[src/rtl/seg7_pkg.sv]
// rtl/seg7_pkg.sv - shared 7-segment patterns and receiver FSM state encodings
// Contents:
//   SEG_0..SEG_F  7-bit segment patterns {g,f,e,d,c,b,a}, 1 = lit (shared with the encoder)
//   state_t       receiver FSM states S_HUNT / S_HAVE_MSB
package seg7_pkg;

  localparam logic [6:0] SEG_0 = 7'b0111111;
  localparam logic [6:0] SEG_1 = 7'b0000110;
  localparam logic [6:0] SEG_2 = 7'b1011011;
  localparam logic [6:0] SEG_3 = 7'b1001111;
  localparam logic [6:0] SEG_4 = 7'b1100110;
  localparam logic [6:0] SEG_5 = 7'b1101101;
  localparam logic [6:0] SEG_6 = 7'b1111101;
  localparam logic [6:0] SEG_7 = 7'b0000111;
  localparam logic [6:0] SEG_8 = 7'b1111111;
  localparam logic [6:0] SEG_9 = 7'b1101111;
  localparam logic [6:0] SEG_A = 7'b1110111;
  localparam logic [6:0] SEG_B = 7'b1111100;
  localparam logic [6:0] SEG_C = 7'b0111001;
  localparam logic [6:0] SEG_D = 7'b1011110;
  localparam logic [6:0] SEG_E = 7'b1111001;
  localparam logic [6:0] SEG_F = 7'b1110001;

  typedef enum logic {
    S_HUNT     = 1'b0,
    S_HAVE_MSB = 1'b1
  } state_t;

endpackage

[src/rtl/seg7_decode.sv]
// rtl/seg7_decode.sv - combinational 7-segment pattern to hex nibble decoder
// Ports:
//   segments  in   7  {g,f,e,d,c,b,a}, 1 = segment lit
//   legal     out  1  pattern is one of the 16 hex glyphs
//   nibble    out  4  decoded value (0 when not legal)
module seg7_decode
  import seg7_pkg::*;
(
  input  logic [6:0] segments,
  output logic       legal,
  output logic [3:0] nibble
);

  always_comb begin
    legal  = 1'b1;
    nibble = 4'h0;
    case (segments)
      SEG_0:   nibble = 4'h0;
      SEG_1:   nibble = 4'h1;
      SEG_2:   nibble = 4'h2;
      SEG_3:   nibble = 4'h3;
      SEG_4:   nibble = 4'h4;
      SEG_5:   nibble = 4'h5;
      SEG_6:   nibble = 4'h6;
      SEG_7:   nibble = 4'h7;
      SEG_8:   nibble = 4'h8;
      SEG_9:   nibble = 4'h9;
      SEG_A:   nibble = 4'hA;
      SEG_B:   nibble = 4'hB;
      SEG_C:   nibble = 4'hC;
      SEG_D:   nibble = 4'hD;
      SEG_E:   nibble = 4'hE;
      SEG_F:   nibble = 4'hF;
      default: legal  = 1'b0;
    endcase
  end

endmodule

[src/rtl/seg7_product_receiver.sv]
// rtl/seg7_product_receiver.sv - deglitching receiver for the two-digit muxed 7-segment product link
// Ports:
//   clk, reset    system clock, synchronous active-high reset
//   i_segments    7  {g,f,e,d,c,b,a}, 1 = lit
//   i_lsb_digit   1  0 = MSB nibble shown, 1 = LSB nibble shown
//   o_value       8  last complete product {msb,lsb}
//   o_valid       1  pulse: o_value updated
//   o_error       1  pulse: illegal pattern or LSB timeout, frame dropped
//   o_busy        1  MSB latched, waiting for LSB
module seg7_product_receiver
  import seg7_pkg::*;
#(
  parameter int STABLE_CYCLES  = 4,
  parameter int TIMEOUT_CYCLES = 2600
) (
  input  logic       clk,
  input  logic       reset,
  input  logic [6:0] i_segments,
  input  logic       i_lsb_digit,
  output logic [7:0] o_value,
  output logic       o_valid,
  output logic       o_error,
  output logic       o_busy
);

  localparam int TW = $clog2(TIMEOUT_CYCLES + 1);
  // The counter holds (samples seen - 1), so the settling edge is the one
  // that moves it from STABLE_CYCLES-2 to STABLE_CYCLES-1.
  localparam logic [3:0]    SETTLE_CNT   = 4'(STABLE_CYCLES - 2);
  localparam logic [TW-1:0] TIMEOUT_LAST = TW'(TIMEOUT_CYCLES - 1);
  localparam logic [TW-1:0] TIMEOUT_MAX  = TW'(TIMEOUT_CYCLES);

  logic [7:0]    sym_in, sym_q;
  logic [3:0]    stab_cnt;
  logic [TW-1:0] tcnt;
  state_t        state, state_next;
  logic [3:0]    msb_q, msb_next;
  logic [7:0]    value_next;
  logic          valid_next, error_next, tcnt_clear;
  logic          settle, timeout_hit, legal;
  logic [3:0]    nibble;

  assign sym_in = {i_lsb_digit, i_segments};

  seg7_decode u_decode (
    .segments (sym_in[6:0]),
    .legal    (legal),
    .nibble   (nibble)
  );

  assign settle      = (sym_in == sym_q) && (stab_cnt == SETTLE_CNT);
  assign timeout_hit = (state == S_HAVE_MSB) && (tcnt >= TIMEOUT_LAST);

  always_ff @(posedge clk) begin
    if (reset) begin
      sym_q    <= 8'h00;
      stab_cnt <= 4'd0;
      tcnt     <= '0;
      state    <= S_HUNT;
      msb_q    <= 4'h0;
      o_value  <= 8'h00;
      o_valid  <= 1'b0;
      o_error  <= 1'b0;
    end else begin
      sym_q <= sym_in;
      if (sym_in != sym_q)
        stab_cnt <= 4'd0;
      else if (stab_cnt != 4'hF)
        stab_cnt <= stab_cnt + 4'd1;
      if (tcnt_clear)
        tcnt <= '0;
      else if (state == S_HAVE_MSB && tcnt != TIMEOUT_MAX)
        tcnt <= tcnt + 1'b1;
      state   <= state_next;
      msb_q   <= msb_next;
      o_value <= value_next;
      o_valid <= valid_next;
      o_error <= error_next;
    end
  end

  // A settle event takes priority over a coincident timeout.
  always_comb begin
    state_next = state;
    msb_next   = msb_q;
    value_next = o_value;
    valid_next = 1'b0;
    error_next = 1'b0;
    tcnt_clear = 1'b0;
    if (settle) begin
      if (!legal) begin
        error_next = 1'b1;
        state_next = S_HUNT;
      end else if (!sym_in[7]) begin
        msb_next   = nibble;
        tcnt_clear = 1'b1;
        state_next = S_HAVE_MSB;
      end else if (state == S_HAVE_MSB) begin
        value_next = {msb_q, nibble};
        valid_next = 1'b1;
        state_next = S_HUNT;
      end
    end else if (timeout_hit) begin
      error_next = 1'b1;
      state_next = S_HUNT;
    end
  end

  assign o_busy = (state == S_HAVE_MSB);

endmodule

[config.mk]
export PLATFORM = sky130hd
export DESIGN_NAME = seg7_product_receiver
export DESIGN_NICKNAME = d
export VERILOG_FILES = /design/src/rtl/seg7_pkg.sv /design/src/rtl/seg7_decode.sv /design/src/rtl/seg7_product_receiver.sv
export SDC_FILE = /design/constraint.sdc
export NUM_CORES = 1
export LEC_CHECK = 0
export BUFFER_PORTS_ARGS = -buffer_cell sky130_fd_sc_hd__buf_4
export CORE_MARGIN = 4
export CORE_UTILIZATION = 50
export CTS_BUF_LIST = sky130_fd_sc_hd__clkbuf_8
export CTS_CLUSTER_SIZE = 16
export DETAILED_ROUTE_END_ITERATION = 8
export PLACE_DENSITY = 0.72
export SYNTH_ARGS = -nofsm -noshare
export SYNTH_HDL_FRONTEND = slang
export SYNTH_HIERARCHICAL = 1
export SYNTH_SLANG_ARGS = --single-unit
[constraint.sdc]
create_clock -name clk -period 1.7 [get_ports clk]
set_input_delay 0.085 -clock clk [delete_from_list [all_inputs] [get_ports clk]]
set_output_delay 0.085 -clock clk [all_outputs]
set_load 0.1 [all_outputs]
==> Yosys cells after proc, flatten, opt, wreduce, memory -nomap -nowiden <==
Index checks and enable logic that the tools add are counted.
Widths: inputs -> output; s select.
{ "word_totals": {"register_bits": 39, "inputBits": 10, "output_inout_bits": 11, "elab_cells": 56} }
{ "op_classes": {"n_addsub": 2, "order_cmp": 1, "eq_ne": 21, "n_mux": 11, "n_bitwise": 3, "n_reduce_logical": 10} }
{ "op_table": {"columns": ["op", "count"], "rows": [
  ["$eq 7x7->1 const B", 12],
  ["$pmux 4 s15", 1],
  ["$reduce_or 16->1", 1],
  ["$eq 7x3->1 const B", 2],
  ["$eq 7x6->1 const B", 2],
  ["$add 12x1->12 const B", 1],
  ["$ge 12x12->1 const B", 1],
  ["$ne 12x12->1 const B", 1],
  ["$mux 1", 10],
  ["$eq 8x8->1", 1],
  ["$ne 8x8->1", 1],
  ["$add 4x1->4 const B", 1],
  ["$eq 4x2->1 const B", 1],
  ["$ne 4x4->1 const B", 1],
  ["$reduce_and 4->1", 1],
  ["$reduce_or 2->1", 2],
  ["$reduce_or 4->1", 1],
  ["$logic_and 1x1->1", 3],
  ["$not 1->1", 3],
  ["$reduce_and 3->1", 1],
  ["$reduce_bool 2->1", 1]
]} }

==> Logic depth before layout (Yosys ltp) <==
{ "logic_depth": {"word_depth": 6, "mapped_depth": 9, "depth_no_buf": 7} }

==> Hierarchy <==
The synthesis kept the hierarchy.
{ "modules_own_cells": {"columns": ["module", "instances", "cells_each", "area_each_um2", "seq_area_each_um2"], "rows": [
  ["seg7_product_receiver", 1, 178, 1739.2, 780.7],
  ["seg7_decode", 1, 59, 387.9, 0.0]
]} }

==> Least setup slack after synthesis <==
OpenSTA, ideal clock, no wires.
{ "synth_path": {"kind": "flip-flop to flip-flop", "startpoint": "register state (netlist: o_busy)", "endpoint": "register o_value[0]", "setup_ns": 0.072, "arrival_ns": 1.869, "required_time_ns": 1.628, "slack_ns": -0.240, "path_stages_with_launch": 5, "n_path_buf": 1, "period_less_slack_ns": 1.940, "path_cell_list": "dfxtp_1 -> buf_6 -> nand4_1 -> nor3_4 -> mux2i_1"} }
{ "synth_between": {"elab_chain_len": 1} }
{ "synth_rtl": {"columns": ["element", "line_no", "source"], "rows": [
  ["start, declared", "seg7_product_receiver.sv:36", "state_t state, state_next;"],
  ["start signal, assigned", "seg7_product_receiver.sv:74", "state <= state_next;"],
  ["$reduce_and 4->1 (no source line)", null, null],
  ["end signal, assigned", "seg7_product_receiver.sv:76", "o_value <= value_next;"],
  ["end, declared", "seg7_product_receiver.sv:20", "output logic [7:0] o_value,"]
]} }
Every way passes these cells.
A chain may end at the register's enable or synchronous reset.

==> Worst setup path in the final report <==
{ "layout_path": {"startpoint": "input port i_segments[1]", "endpoint": "register tcnt[3]"} }
{ "layout_between": {"elab_chain_len": 6, "elab_cells_between_ends": 23, "cone_classes": "eq/ne: 17; mux: 3; reduce/logical: 3"} }
{ "layout_rtl": {"columns": ["element", "line_no", "source"], "rows": [
  ["start, declared", "seg7_product_receiver.sv:18", "input logic [6:0] i_segments,"],
  ["$eq 7x6->1, or another cell as far along", "seg7_decode.sv:17", "case (segments)"],
  ["$reduce_or 16->1 (no source line) (*)", null, null],
  ["$mux 1 (*)", "seg7_decode.sv:17", null],
  ["via legal", "seg7_product_receiver.sv:40", "logic settle, timeout_hit, legal;"],
  ["$mux 1 (*)", "seg7_product_receiver.sv:91", "if (!legal) begin"],
  ["$mux 1 (*)", "seg7_product_receiver.sv:90", "if (settle) begin"],
  ["$reduce_or 2->1 (no source line) (*)", null, null],
  ["end signal, assigned", "seg7_product_receiver.sv:73", "tcnt <= tcnt + 1'b1;"],
  ["end, declared", "seg7_product_receiver.sv:35", "logic [TW-1:0] tcnt;"]
]} }
The timed path passes the listed nets; every way through them passes the cells marked *.

==> flow_metrics.env <==
export IMPL_vias=1819
export IMPL_reg2reg_from="tcnt[7]$_SDFFE_PP0P_"
export IMPL_proportion_of_netlist_area_held_by_the_largest_area_contributor_pct=36.7
export IMPL_drt_initial_violations=84
export IMPL_dp_cells=329
export IMPL_clock_skew_ns=0.00274
export IMPL_first_pass_iters=4
export IMPL_grt_start_max_net_pins=19
export IMPL_htree_levels=2
export IMPL_worstHoldStart="reset"
export IMPL_net_switching_power_uw=413
export IMPL_hold_ws_ns=0.0855
export IMPL_worstReg2RegEnd="tcnt[1]$_SDFFE_PP0P_"
export IMPL_setup_repair_after_global_routing_missed_its_margin="yes"
export IMPL_yosysSeqAreaShare_pct=36.7
export IMPL_io_pins=21
export IMPL_synth_net_count=251
export IMPL_critical_path_cell_chain="buf_6 > or3b_4 > o21ai_2 > nor3b_2 > nand4b_1 > nand3b_1 > o31ai_2 > buf_4 > nor2_1"
export IMPL_antenna_violating_nets_post_route=0
export IMPL_timing_max_transition_violations_final=0
export IMPL_outcome="finished clean"
export IMPL_die_h_um=73.2
export IMPL_drt_wirelength_per_cell_um=13.0
export IMPL_netlist_area_um2=2130
export IMPL_final_setup_tns_ns=0
export IMPL_insertion_delay_ns=0.28
export IMPL_instances_no_fill=338
export IMPL_worstRegToRegCells=4
export IMPL_crit_path_capture="tcnt[3]$_SDFFE_PP0P_"
export IMPL_setup_violations=0
export IMPL_p_leak_nw=0.997
export IMPL_gr_usage_all_layers_pct=18.0
export IMPL_dp_hpwl_um=3320
export IMPL_ys_types=51
export IMPL_cpPeakStageDelay_ns=0.39
export IMPL_synth_edf_count=0
export IMPL_worst_path_stages=9
export IMPL_floorplan_initialDensity_pct=52.4
export IMPL_cap_viol_max_count=0
export IMPL_seq_power_share_pct=54.2
export IMPL_timing_critical_path_from="i_segments[1]"
export IMPL_cts_tree="yes"
export IMPL_routed_wl_um=4390
export IMPL_worst_setup_path_type="primary input to flop"
export IMPL_antenna_violations_before_repair=0
export IMPL_timing_hold_worst_class="primary input to flop"
export IMPL_syn_to_final_growth_pct=24.9
export IMPL_final_period_utilization_pct=94.8
export IMPL_worst_path_max_delay_cell="or3b_4"
export IMPL_finalHoldViolations=0
export IMPL_critPathArrivalTime_ns=1.80
export IMPL_cts_num_sinks=39
export IMPL_nFillCells=349
export IMPL_power_frac_comb_pct=11.1
export IMPL_max_slew_margin_pct=76.4
export IMPL_ys_async_sr_fraction_pct=0
export IMPL_post_route_cell_area_um2=2660
export IMPL_critical_path_peak_fanout=6
export IMPL_insertedDiodeCount=0
export IMPL_fin_nets=301
export IMPL_worst_vdd_ir_mv=0.449
export IMPL_area_of_the_core_um2=4060
export IMPL_cts_hold_buf=0
export IMPL_power_per_cell_area_nw_per_um2=645
export IMPL_gp_congestion=0.856
export IMPL_worst_pin_slew_ns=0.351
export IMPL_synth_flop_cell="dfxtp_1"
export IMPL_synth_warning_count=6
export IMPL_synth_seq_cells=39
export IMPL_critical_path_top_delay_family="simple AND/OR/NAND/NOR gates"
export IMPL_timing_final_crit_period_ns=1.61
export IMPL_clock_slew_at_reported_path_ffs_ns=0.07
export IMPL_grt_pass1_vias=1787
export IMPL_critical_path_buf_inv_count=2
export IMPL_critPathRequiredTime_ns=1.88
export IMPL_utilization_of_the_core_after_routing_pct=65.5
export IMPL_tritoncts_buffers=5
export IMPL_max_clock_path_buffers=2
export IMPL_ctsRootBufferMaster="clkbuf_8"
export IMPL_grt_pass1_wl_um=7530
export IMPL_synth_area_per_cell_um2=8.97
export IMPL_drive_gt1_share_pct=30.9
export IMPL_drcViolationCount=0
export IMPL_p_int_mw=1.30
export IMPL_die_area_um2=5360
export IMPL_die_width_um=73.2
export IMPL_netlist_instances=237
export IMPL_max_freq_mhz=621
export IMPL_largest_cells_by_area_after_synthesis="dfxtp_1, mux2i_1, xnor2_1, nand2_1, buf_6"
export IMPL_placement_io_buffers=20
export IMPL_overflow=0
export IMPL_clkPwrFrac_pct=34.7
export IMPL_detail_route_vias_per_cell=5.38
export IMPL_fp_row_count=23
export IMPL_synth_area_leader_cell="dfxtp_1"
export IMPL_worstSetupStartpointType="primary input"
export IMPL_placed_area_um2=2510
export IMPL_worst_setup_path_end_kind="flop"
export IMPL_timing_reg2reg_setup_slack_ns=0.09
export IMPL_p_sw_share_pct=24.1
[sequential cells by signal, summed over array words and instances (netlist names)]
register	count
o_valid	1
o_error	1
msb_q	4
sym_q	8
o_busy	1
tcnt	12
stab_cnt	4
o_value	8
[cell families (layout without fill, tap and decap cells)]
logic type | Yosys count | count (layout) | synth area share, %
and+or+nand+nor | 112 | 112 | 31.0
adders and majority gates | 4 | 4 | 2.35
buffers and inverters | 20 | 71 | 5.88
xor gates and xnor gates | 18 | 18 | 7.41
DFF | 39 | 39 | 36.7
AOI/OAI and AO/OA | 29 | 29 | 9.53
muxes | 15 | 15 | 7.12
[power groups by stage]
stage	Combinational, mW	Clock (mW)	Sequential, mW
2_1_floorplan	0.107	0	0.948
3_3_place_gp	0.177	0	0.949
3_5_place_dp	0.181	0	0.949
4_1_cts	0.182	0.617	0.928
5_1_grt	0.211	0.645	0.928
6_report	0.191	0.594	0.928
[metrics by stage]
step	power, mW	worst slack [ns]
final	1.71	0.0884
after global routing	1.78	-0.0792
after CTS	1.73	0.0334
after detailed placement	1.13	-0.230
after global placement	1.13	-0.113
after floorplan	1.05	-0.0929
[worst min path at each step]
stage	cells after the start	to
finish	2	sym_q[1]$_SDFF_PP0_
global route	2	sym_q[1]$_SDFF_PP0_
CTS	2	sym_q[1]$_SDFF_PP0_
detailed placement	2	sym_q[1]$_SDFF_PP0_
global placement	2	sym_q[3]$_SDFF_PP0_
floorplan	1	stab_cnt[1]$_SDFFE_PP0P_
[repair_timing]
item                       4_1_cts  5_1_grt
buffers inserted                 0        1
setup endpoints to repair        0       23
resized for setup                0       15
[final cells by class]
| cell class | count | area (um^2) | share of cell area [%] |
|---|---|---|---|
| Clock inverter | 3 | 15.0 | 0.565 |
| Sequential cell | 39 | 782 | 29.4 |
| Multi-Input combinational cell | 178 | 1260 | 47.5 |
| Inverter | 8 | 30.0 | 1.13 |
| Timing Repair Buffer | 55 | 437 | 16.4 |
| Tap cell | 50 | 62.6 | 2.36 |
| Clock buffer | 5 | 68.8 | 2.59 |
[cells in the final DEF, fill, tap and decap left out, drive strengths merged, types with 3 or more instances in the layout]
master / instances
xor2: 4
o211ai: 3
nand4b: 3
ha: 4
nor3b: 5
dfxtp: 39
nor2b: 8
nor2: 15
clkbuf: 5
o21ai: 8
inv: 7
buf: 55
nand2b: 4
a21oi: 8
clkinv: 4
nand3b: 4
or3b: 3
nand3: 11
nand2: 26
nand4: 7
mux2i: 14
nor3: 9
xnor2: 14
[per-layer routing]
metal  track usage [%]  up-vias  wire length, um
met3              3.86        4              161
met4              7.17        0               44
met5                 0        -                0
met2              31.9       29             2300
li1                  -      938                -
met1              20.7      848             1880
[synth_stat cells, types with 2 or more instances]
| cell type | instances |
|---|---|
| a2111oi_1 | 2 |
| a21oi_1 | 8 |
| a31oi_1 | 2 |
| buf_2 | 4 |
| buf_6 | 6 |
| clkbuf_1 | 2 |
| dfxtp_1 | 39 |
| ha_1 | 4 |
| inv_1 | 7 |
| mux2i_1 | 14 |
| nand2_1 | 26 |
| nand2b_1 | 4 |
| nand3_1 | 11 |
| nand3b_1 | 4 |
| nand4_1 | 7 |
| nand4b_1 | 3 |
| nand4bb_1 | 2 |
| nor2_1 | 14 |
| nor2b_1 | 8 |
| nor3_1 | 7 |
| nor3b_1 | 4 |
| nor4_1 | 2 |
| nor4b_1 | 2 |
| o211ai_1 | 3 |
| o21ai_0 | 6 |
| o21ai_1 | 2 |
| or3_1 | 2 |
| or3b_1 | 3 |
| xnor2_1 | 14 |
| xor2_1 | 4 |
Note: power is estimated with default switching activity, not from simulation.
